===== src/rtl/pwm_capture.sv =====
// pwm_capture: measures high time and period of each complete frame of an
// asynchronous PWM waveform, in clk cycles. Results are double-buffered and
// only change at a frame boundary so software always reads a coherent pair.
// Stuck-line detection reports a waveform with no rising edge for TIMEOUT cycles.
module pwm_capture #(
    parameter int unsigned CNT_W       = 16,
    parameter int unsigned SYNC_STAGES = 2,
    parameter int unsigned TIMEOUT     = 65535
) (
    input  logic             clk,
    input  logic             rst,
    input  logic             en,
    input  logic             pwm_in,
    output logic [CNT_W-1:0] high_q,
    output logic [CNT_W-1:0] period_q,
    output logic             meas_valid,
    output logic             stuck_hi,
    output logic             stuck_lo
);

    localparam logic [CNT_W-1:0] CNT_ZERO    = '0;
    localparam logic [CNT_W-1:0] CNT_ONE     = CNT_W'(1);
    localparam logic [CNT_W-1:0] TIMEOUT_MAX = CNT_W'(TIMEOUT);
    localparam logic [CNT_W-1:0] TIMEOUT_M1  = CNT_W'(TIMEOUT - 1);

    typedef enum logic [1:0] {
        ST_IDLE = 2'd0,
        ST_ARM  = 2'd1,
        ST_MEAS = 2'd2
    } state_t;

    state_t state_q;
    state_t state_nxt;

    logic [SYNC_STAGES-1:0] sync_q;
    logic                   s;
    logic                   s_d;
    logic                   rise;
    logic                   timeout_hit;

    logic [CNT_W-1:0] period_cnt_q;
    logic [CNT_W-1:0] period_cnt_nxt;
    logic [CNT_W-1:0] high_cnt_q;
    logic [CNT_W-1:0] high_cnt_nxt;
    logic [CNT_W-1:0] idle_cnt_q;
    logic [CNT_W-1:0] idle_cnt_nxt;

    logic [CNT_W-1:0] high_nxt;
    logic [CNT_W-1:0] period_nxt;
    logic             meas_valid_nxt;
    logic             stuck_hi_nxt;
    logic             stuck_lo_nxt;

    // Synchronized line level and its one-cycle-delayed copy for edge detection
    assign s           = sync_q[SYNC_STAGES-1];
    assign rise        = s & ~s_d;
    assign timeout_hit = (idle_cnt_q == TIMEOUT_M1);

    // Input synchronizer chain plus the edge-detect flop
    always_ff @(posedge clk) begin
        if (rst) begin
            sync_q <= '0;
            s_d    <= 1'b0;
        end else begin
            sync_q <= {sync_q[SYNC_STAGES-2:0], pwm_in};
            s_d    <= s;
        end
    end

    // FSM state register
    always_ff @(posedge clk) begin
        if (rst) begin
            state_q <= ST_IDLE;
        end else begin
            state_q <= state_nxt;
        end
    end

    // Next-state, counter and result logic; rise takes priority over timeout
    always_comb begin
        state_nxt      = state_q;
        period_cnt_nxt = period_cnt_q;
        high_cnt_nxt   = high_cnt_q;
        idle_cnt_nxt   = idle_cnt_q;
        high_nxt       = high_q;
        period_nxt     = period_q;
        meas_valid_nxt = 1'b0;
        stuck_hi_nxt   = stuck_hi;
        stuck_lo_nxt   = stuck_lo;

        if (!en) begin
            state_nxt      = ST_IDLE;
            period_cnt_nxt = CNT_ZERO;
            high_cnt_nxt   = CNT_ZERO;
            idle_cnt_nxt   = CNT_ZERO;
            stuck_hi_nxt   = 1'b0;
            stuck_lo_nxt   = 1'b0;
        end else begin
            case (state_q)
                ST_IDLE: begin
                    period_cnt_nxt = CNT_ZERO;
                    high_cnt_nxt   = CNT_ZERO;
                    idle_cnt_nxt   = CNT_ZERO;
                    state_nxt      = ST_ARM;
                end

                ST_ARM: begin
                    if (rise) begin
                        // First edge of a frame: start counting, nothing to report yet
                        period_cnt_nxt = CNT_ONE;
                        high_cnt_nxt   = CNT_ONE;
                        idle_cnt_nxt   = CNT_ZERO;
                        stuck_hi_nxt   = 1'b0;
                        stuck_lo_nxt   = 1'b0;
                        state_nxt      = ST_MEAS;
                    end else if (timeout_hit) begin
                        stuck_hi_nxt   = s;
                        stuck_lo_nxt   = ~s;
                        idle_cnt_nxt   = TIMEOUT_MAX;
                        period_cnt_nxt = CNT_ZERO;
                        high_cnt_nxt   = CNT_ZERO;
                    end else if (idle_cnt_q != TIMEOUT_MAX) begin
                        idle_cnt_nxt = idle_cnt_q + CNT_ONE;
                    end
                end

                ST_MEAS: begin
                    if (rise) begin
                        // Frame complete: publish the pair and restart counting
                        high_nxt       = high_cnt_q;
                        period_nxt     = period_cnt_q;
                        meas_valid_nxt = 1'b1;
                        period_cnt_nxt = CNT_ONE;
                        high_cnt_nxt   = CNT_ONE;
                        idle_cnt_nxt   = CNT_ZERO;
                        stuck_hi_nxt   = 1'b0;
                        stuck_lo_nxt   = 1'b0;
                    end else if (timeout_hit) begin
                        // Line stuck: drop the partial frame, keep the old result
                        stuck_hi_nxt   = s;
                        stuck_lo_nxt   = ~s;
                        idle_cnt_nxt   = TIMEOUT_MAX;
                        period_cnt_nxt = CNT_ZERO;
                        high_cnt_nxt   = CNT_ZERO;
                        state_nxt      = ST_ARM;
                    end else begin
                        period_cnt_nxt = period_cnt_q + CNT_ONE;
                        high_cnt_nxt   = high_cnt_q + CNT_W'(s);
                        idle_cnt_nxt   = idle_cnt_q + CNT_ONE;
                    end
                end

                default: begin
                    state_nxt      = ST_IDLE;
                    period_cnt_nxt = CNT_ZERO;
                    high_cnt_nxt   = CNT_ZERO;
                    idle_cnt_nxt   = CNT_ZERO;
                end
            endcase
        end
    end

    // Counters, results and status flags
    always_ff @(posedge clk) begin
        if (rst) begin
            period_cnt_q <= CNT_ZERO;
            high_cnt_q   <= CNT_ZERO;
            idle_cnt_q   <= CNT_ZERO;
            high_q       <= CNT_ZERO;
            period_q     <= CNT_ZERO;
            meas_valid   <= 1'b0;
            stuck_hi     <= 1'b0;
            stuck_lo     <= 1'b0;
        end else begin
            period_cnt_q <= period_cnt_nxt;
            high_cnt_q   <= high_cnt_nxt;
            idle_cnt_q   <= idle_cnt_nxt;
            high_q       <= high_nxt;
            period_q     <= period_nxt;
            meas_valid   <= meas_valid_nxt;
            stuck_hi     <= stuck_hi_nxt;
            stuck_lo     <= stuck_lo_nxt;
        end
    end

endmodule


===== config.mk =====
export PLATFORM = sky130hd
export DESIGN_NAME = pwm_capture
export DESIGN_NICKNAME = d
export VERILOG_FILES = /design/src/rtl/pwm_capture.sv
export SDC_FILE = /design/constraint.sdc
export NUM_CORES = 1
export LEC_CHECK = 0
export ABC_AREA = 1
export ABC_CLOCK_PERIOD_IN_PS = 2000
export CORE_MARGIN = 5
export CORE_UTILIZATION = 35
export DETAILED_ROUTE_END_ITERATION = 6
export GPL_TIMING_DRIVEN = 1
export PLACE_DENSITY = 0.49
export SLEW_MARGIN = 10
export SYNTH_ARGS = -nofsm -noshare
export SYNTH_HDL_FRONTEND = slang
export SYNTH_SLANG_ARGS = --single-unit
export TNS_END_PERCENT = 1

===== constraint.sdc =====
create_clock -name clk -period 2 [get_ports clk]
set_input_delay 0.4 -clock clk [delete_from_list [all_inputs] [get_ports clk]]
set_output_delay 0.4 -clock clk [all_outputs]
set_load 0.05 [all_outputs]

# After elaboration in Yosys (flattened, before gate mapping)
# Cells that the tools add are included.
[classes]
add_sub_neg = 3
eq_ne = 9
mux = 23
bitwise = 5
n_reduce_logical = 8
[ops]
columns = ["op", "n"]
rows = [
  ["two-way mux 16 bit", 11],
  ["case mux 16 bit (2 select lines)", 3],
  ["adder 16 x 1 -> 16 bit, second input constant", 2],
  ["adder 16 x 1 -> 16 bit", 1],
  ["equality test 16 bit, second input constant", 1],
  ["inequality test 16 bit, second input constant", 1],
  ["two-way mux 2 bit", 3],
  ["inequality test 2 bit, second input constant", 3],
  ["case mux 2 bit (3 select lines)", 1],
  ["AND reduction 3 bit", 2],
  ["two-way mux 1 bit", 5],
  ["inequality test 4 bit, second input constant", 1],
  ["inverter 1 bit", 4],
  ["OR reduction 2 bit", 2],
  ["inequality test 3 bit, second input constant", 1],
  ["OR reduction 3 bit", 1],
  ["equality test 2 x 1 -> 1 bit, second input constant", 1],
  ["equality test 2 bit, second input constant", 1],
  ["zero test 2 bit", 1],
  ["AND reduction 2 bit", 1],
  ["nonzero test 2 bit", 1],
  ["bitwise AND 1 bit", 1],
]
[word_totals]
regBits = 88
inputBits = 4
output_inout_bits = 35
elab_cells = 59

# Depth between registers and ports, before layout
# Gate-level depths: netlist of run 1.
[logic_depth]
depth_word = 5
mapped_depth = 13
mapped_depth_nobuf = 12

# Worst setup path after synthesis of run 1
# Ideal clock, no wire load.
[synth_path]
path_kind = "register to register"
from = "register state_q[0]"
to = "register period_cnt_q[10]"
setup_ns = 0.114
arrival_ns = 1.439
required_ns = 1.886
slack_ns = 0.446
path_stages_with_launch = 10
path_buffers = 1
period_less_slack_ns = 1.554
path_cell_list = "dfxtp_1 inv_1 ha_1 nand2_1 inv_1 o211ai_1 nor2_2 inv_2 buf_4 nor2_1"
[synth_between]
elab_chain_cells = 2
elab_cells_between_ends = 4
cone_classes = "eq/ne: 3; mux: 1"
[synth_rtl]
columns = ["element", "line", "rtl"]
rows = [
  ["from (decl)", "32", "state_t state_q;"],
  ["from (signal assigned)", "75", "state_q <= state_nxt;"],
  ["equality test 2 bit / equality test 2 x 1 -> 1 bit (equally long branches)", "99", "case (state_q)"],
  ["case mux 16 bit (2 select lines) / inequality test 3 bit (equally long branches)", "n/a", ""],
  ["to (signal assigned)", "175", "period_cnt_q <= period_cnt_nxt;"],
  ["to (decl)", "41", "logic [CNT_W-1:0] period_cnt_q;"],
]
# Several ways; a longest one is shown, not always the timed one.
# A chain may end at the register's enable or synchronous reset.

# Worst setup path after layout of run 1
[layout_path]
from = "register high_q[15]"
to = "output high_q[15]"
[layout_lines]
columns = ["element", "line", "rtl"]
rows = [
  ["from (decl)", "14", "output logic [CNT_W-1:0] high_q,"],
  ["from (signal assigned)", "178", "high_q <= high_nxt;"],
]
# No word-level cell between the ends.

==> run metrics, run 1 <==
setup_tns 0 ns; crit path kind flop to output port; most common cell after layout, fill and taps aside nand2_1; number of global-route vias before repair 3457; crit-path leading delay family buffers and inverters; CTS H-tree depth 3; run status finished, final reports clean; DR DRC count 0; sequential share of power 0.477; Mean Syn Cell Area between 7 and 8 um^2; total power 3.69 mW; Total Wirelength 10200 um; Tcrit/Tclk final 0.945; Max Cap Violations 0; Buf+Inv Stages, Crit Path 1; Max VDD drop 0.000338 V; RSZ-0062 raised after global routing false; fin cells 793; Distinct cells, synth 34; met2 routed WL between 4000 and 5000 um; CP cell instances clkdlybuf4s50_1; hold_buf cts 0; initial antenna violation count 0; Reg clk slew, reported paths 0.07 ns; DRT antenna net count 0; YS warnings 0; first-pass GRT wire length 17100 um; iteration-0 DRC count of the detailed router 221; RD Place Congestion 0.868; Initial Util 0.354; chip width 120 um; Worst Path Required 1.60 ns; Cells after DPL 777; Slew HR 0.660; Area Growth Syn to Fin 21.3%; DRT met1 WL 5220 um; overall global routing resource usage 0.147; nets 654; HP Class flop to flop; via count 3784; port buffer count 38; Place WS 0.201 ns; # rows 40; Syn Inst Count 601; grt ovf 0; Tightest Pin Transition 0.509 ns; Via density 4.77; CP arrival 1.49 ns; met3 wire length ~400 um; Leak 1.90 nW; Seq cells post-synth 88; fin util 0.429; Setup violations, final 0; critical path fanouts, max 2; Die Area between 10000 and 15000 um^2; layout cells sized above 1 0.0851; max layer used met4; CTS Root Buffer Type clkbuf_16; Worst R2R Path Depth 8; die height 120 um; core area 11900 um^2; maximum number of pins on one net before global-route repair 36; Crit-path slowest cell clkdlybuf4s50_1; Top Ports 39; WL per Instance 12.8 um; Crit path depth 1; diodes inserted 0; Mapped Area 4210 um^2; postcts setup bufs 0; Final Max Slew Viols 0; register area share after synthesis 0.418; Max Clock Skew ~0.0086 ns; PwrDens roughly 720 nW/um^2; clock buffer count from CTS 9; Gate power share 0.037; CP Launch Type flop; clk_lat worst skew 0.35 ns; largest stage delay on the critical path 0.81 ns; hold depth 2; Sw Share 0.216; CTS tree done; crit end category output port; Clock Sinks a little under 90; Post-Syn Nets 614; Worst Slack Setup Final 0.110 ns; Clock Power Share 0.486; drt first pass iters 4; Final min period approximately 1.9 ns; most frequent cells in the layout 136 x nand2_1, 88 x dfxtp_1, 74 x nor2_1; Cell Int Power 2.89 mW; Psw 0.798 mW; Peak Freq 529 MHz; CTS Buffer Depth 2; Final HPWL DP slightly above 7000 um; final hold vios 0
[what timing repair did]
item	in CTS	in global routing
endpoints found under the setup margin	0	1
gates resized for setup	0	1
endpoints found under the hold margin	0	0
[path summary, 6_finish.rpt]
check | startpoint | end | slack, ns
setup / recovery | high_q[15] | high_q[15] | 0.11
hold / removal | sync_q[0] | sync_q[1] | 0.40
setup reg to reg | state_q[0] | idle_cnt_q[1] | 0.17
hold reg to reg | sync_q[0] | sync_q[1] | 0.40
[registers in the layout, summed over array words and instances, names as in the netlist, 2 cells and up]
register / count
high_q: 16
high_cnt_q: 16
state_q: 2
idle_cnt_q: 16
sync_q: 2
period_cnt_q: 16
period_q: 16
[through the flow]
| step | area (um^2) | hold slack [ns] |
|---|---|---|
| 2_1_floorplan | 4210 | 0.388 |
| 5_1_grt | 5110 | 0.440 |
| 3_5_place_dp | 4790 | 0.396 |
| 4_1_cts | 5110 | 0.406 |
| 3_3_place_gp | 4790 | 0.393 |
| 6_report | 5110 | 0.405 |
[cells in the mapped netlist, drive strengths merged]
cell type	number	area [um^2]
a21oi	62	310
a31oi	4	25.0
and2	2	12.5
and3	1	6.26
buf	14	95.1
clkbuf	10	37.5
dfxtp	88	1760
ha	9	113
inv	61	229
nand2	143	559
nand3	65	325
nand3b	5	37.5
nand4	6	37.5
nor2	85	362
nor3	13	75.1
o211ai	1	7.51
o21ai	15	78.8
o21bai	2	15.0
or2	3	18.8
xnor2	4	35.0
xor2	8	70.1
[logic make-up after synthesis]
family / Yosys count / share of synthesized area
buffers and inverters: 85 / 0.0859
and+or+nand+nor: 323 / 0.340
AOI/OAI and AO/OA: 84 / 0.104
adders and majority gates: 9 / 0.0267
xor gates and xnor gates: 12 / 0.0250
DFF: 88 / 0.418
[power by group through the flow]
stage	registers [mW]	clock network, mW	logic, mW
2_1_floorplan	1.80	0	0.0945
3_3_place_gp	1.80	0	0.136
3_5_place_dp	1.80	0	0.137
4_1_cts	1.76	1.85	0.137
5_1_grt	1.76	1.94	0.152
6_report	1.76	1.79	0.137
[metal layers]
metal,vias up,GRT usage
li1,2017,-
met4,0,0.0666
met1,1687,0.212
met2,64,0.214
met3,16,0.0269
met5,-,0
[worst reg2reg max path: cells and delay by family (launching register included)]
kind	cells	cell delay (ns)
fa+ha+maj	1	0.30
compound gates	1	0.18
simple gates	2	0.39
buf+inv	4	0.51
flops	1	0.38
[cell type report]
cell class | count | area (um^2)
clock inverters | 5 | 81.3
well taps | 147 | 184
repair buffers | 53 | 531
fillers | 1245 | 6800
inverters | 61 | 231
flip-flops and latches | 88 | 1760
clock buffers | 11 | 233
multi-input cells | 428 | 2090
Power figures use the tool's default switching activity.
==> run 2, diff against run 1 <==
ABC_CLOCK_PERIOD_IN_PS = default   (was 2000)
clock period = 1.8 ns   (was 2 ns; I/O delays follow)
==> run 2 against run 1 <==
Compared with the run above:
- clock-buffer cell count decreased by 1
- non-clock buffer count increased by 16
- clock skew increased by 0.0036 ns
- combinational power increased by 30%
- global-route usage increased by 0.56 points
- sequential share of layout area decreased by 0.22 points
- critical path depth increased by 11
- via count increased by 1.7%
- cell count increased by 1.6%
- sequential cell count unchanged
- first-iteration DRC count decreased by 18%
- critical path type is now flop to flop
- largest cell class unchanged
- highest routed layer unchanged
==> run metrics, run 2 (synthesis results as in run 1) <==
CP Launch Type flop (unchanged); Area Growth Syn to Fin 22.3% (was 21.3%); hold_buf cts 0 (unchanged); CTS H-tree depth 3 (unchanged); Worst Path Required 2.05 ns (was 1.60 ns); max layer used met4 (unchanged); Place WS 0.0473 ns (was 0.201 ns); RD Place Congestion 0.827 (was 0.868); sequential share of power 0.488 (was 0.477); Clock Sinks 88 (unchanged); fin util 0.432 (was 0.429); diodes inserted 0 (unchanged); Final HPWL DP 7680 um (was 7260 um); met2 routed WL 4530 um (was 4320 um); Leak 2.04 nW (was 1.90 nW); critical path fanouts, max 12 (was 2); Worst Slack Setup Final 0.0919 ns (was 0.110 ns); largest stage delay on the critical path 0.34 ns (was 0.81 ns); WL per Instance 13.1 um (was 12.8 um); DRT antenna net count 0 (unchanged); initial antenna violation count 0 (unchanged); Worst R2R Path Depth 12 (was 8); CTS tree done (unchanged); Peak Freq a little under 600 MHz; CTS Buffer Depth 2 (unchanged); postcts setup bufs 0 (unchanged); chip width 120 um (unchanged); clk_lat worst skew 0.35 ns (about the same); setup_tns 0 ns (unchanged); Reg clk slew, reported paths 0.07 ns (about the same); cell mode on critical path nor2_1; Gate power share 0.044 (was 0.037); Max Cap Violations 0 (unchanged); CP arrival 1.96 ns (was 1.49 ns); Sw Share 0.225 (was 0.216); overall global routing resource usage 0.153 (was 0.147); die height 120 um (unchanged); number of global-route vias before repair 3587 (was 3457); Design Area, Final 5150 um^2 (was 5110 um^2); nets 670 (was 654); Max Clock Skew 0.0122 ns (was 0.00856 ns); Via density 4.77 (about the same); Clock Power Share 0.467 (was 0.486); final hold vios 0 (unchanged); # rows 40 (unchanged); DRT met1 WL 5580 um (was 5220 um); first-pass GRT wire length 17800 um (was 17100 um); final hold slack 0.402 ns (was 0.405 ns); most frequent cells in the layout 136 x nand2_1, 86 x dfxtp_1, 70 x nor2_1 (was 136 x nand2_1, 88 x dfxtp_1, 74 x nor2_1); Initial Util 0.354 (unchanged); via count 3848 (was 3784); CP cell instances inv_1 > ha_1 > inv_1 > nor2_1 > nand2_2 > o21ai_2 > buf_12 > nand2_4 > nor2_4 > nand2_2 > nor2_1 > nor2_1 (was clkdlybuf4s50_1); HP Class flop to flop (unchanged); most common cell after layout, fill and taps aside nand2_1 (unchanged); grt ovf 0 (unchanged); clock buffer count from CTS 9 (unchanged); RSZ-0062 raised after global routing true (was false); Max VDD drop 0.000330 V (was 0.000338 V); PwrDens 778 nW/um^2 (was 722 nW/um^2); Crit-path slowest cell dfxtp_2 (was clkdlybuf4s50_1); Total Wirelength 10600 um (was 10200 um); Cell Int Power 3.11 mW (was 2.89 mW); CTS Root Buffer Type clkbuf_16 (unchanged); fin cells 806 (was 793); Die Area 14300 um^2 (unchanged); drt first pass iters 4 (unchanged); Setup violations, final 0 (unchanged); Final min period 1.71 ns; run status finished, final reports clean (unchanged); maximum number of pins on one net before global-route repair 36 (unchanged); Psw 0.902 mW (was 0.798 mW); met3 wire length 308 um (was 389 um); Slew HR 0.731 (was 0.660); port buffer count 38 (unchanged); hold depth 2 (unchanged); iteration-0 DRC count of the detailed router 182 (was 221); core area 11900 um^2 (unchanged); layout cells sized above 1 0.171 (was 0.0851); Cells after DPL 793 (was 777); post-cts resize count 0 (unchanged); Tcrit/Tclk final 0.949; Top Ports 39 (unchanged); Final Max Slew Viols 0 (unchanged); crit end category flop (was output port); total power 4.01 mW (was 3.69 mW); crit path kind flop to flop (was flop to output port); Tightest Pin Transition 0.404 ns (was 0.509 ns); placed cell areas 4830 um^2 (was 4790 um^2); DR DRC count 0 (unchanged)
## run 2: critical path, delay by kind of cell (launching register included)
kind	cells	cell delay, ns
AND/OR/NAND/NOR	7	0.59
flip-flops	1	0.34
buffers and inverters	3	0.26
adder cells (fa/ha/maj)	1	0.17
AO/OA/AOI/OAI	1	0.23
## run 2: power groups by stage
stage	combinational, mW	clock [mW]	sequential (mW)
final	0.178	1.87	1.96
after global routing	0.197	1.99	1.96
after CTS	0.170	1.94	1.96
after detailed placement	0.170	0	2.00
after global placement	0.170	0	2.00
after floorplan	0.105	0	2.00
## run 2: cell type report
cell class / count / area, um^2
fillers: 1265 / 6760
inverters: 61 / 229
clock inverters: 3 / 45.0
clock buffers: 10 / 239
multi-input cells: 428 / 2110
well taps: 147 / 184
repair buffers: 69 / 574
flip-flops and latches: 88 / 1760
## run 2: path summary, 6_finish.rpt
kind,slack (ns),endpoint,start
worst max-delay path,0.09,high_cnt_q[14],idle_cnt_q[0]
worst min-delay path,0.40,sync_q[1],sync_q[0]
worst max register to register,0.09,high_cnt_q[14],idle_cnt_q[0]
worst min register to register,0.40,sync_q[1],sync_q[0]
## run 2: metal layers
metal / GRT usage / vias up
li1: - / 2038
met5: 0 / -
met3: 0.0259 / 10
met1: 0.214 / 1748
met4: 0.0580 / 0
met2: 0.236 / 52
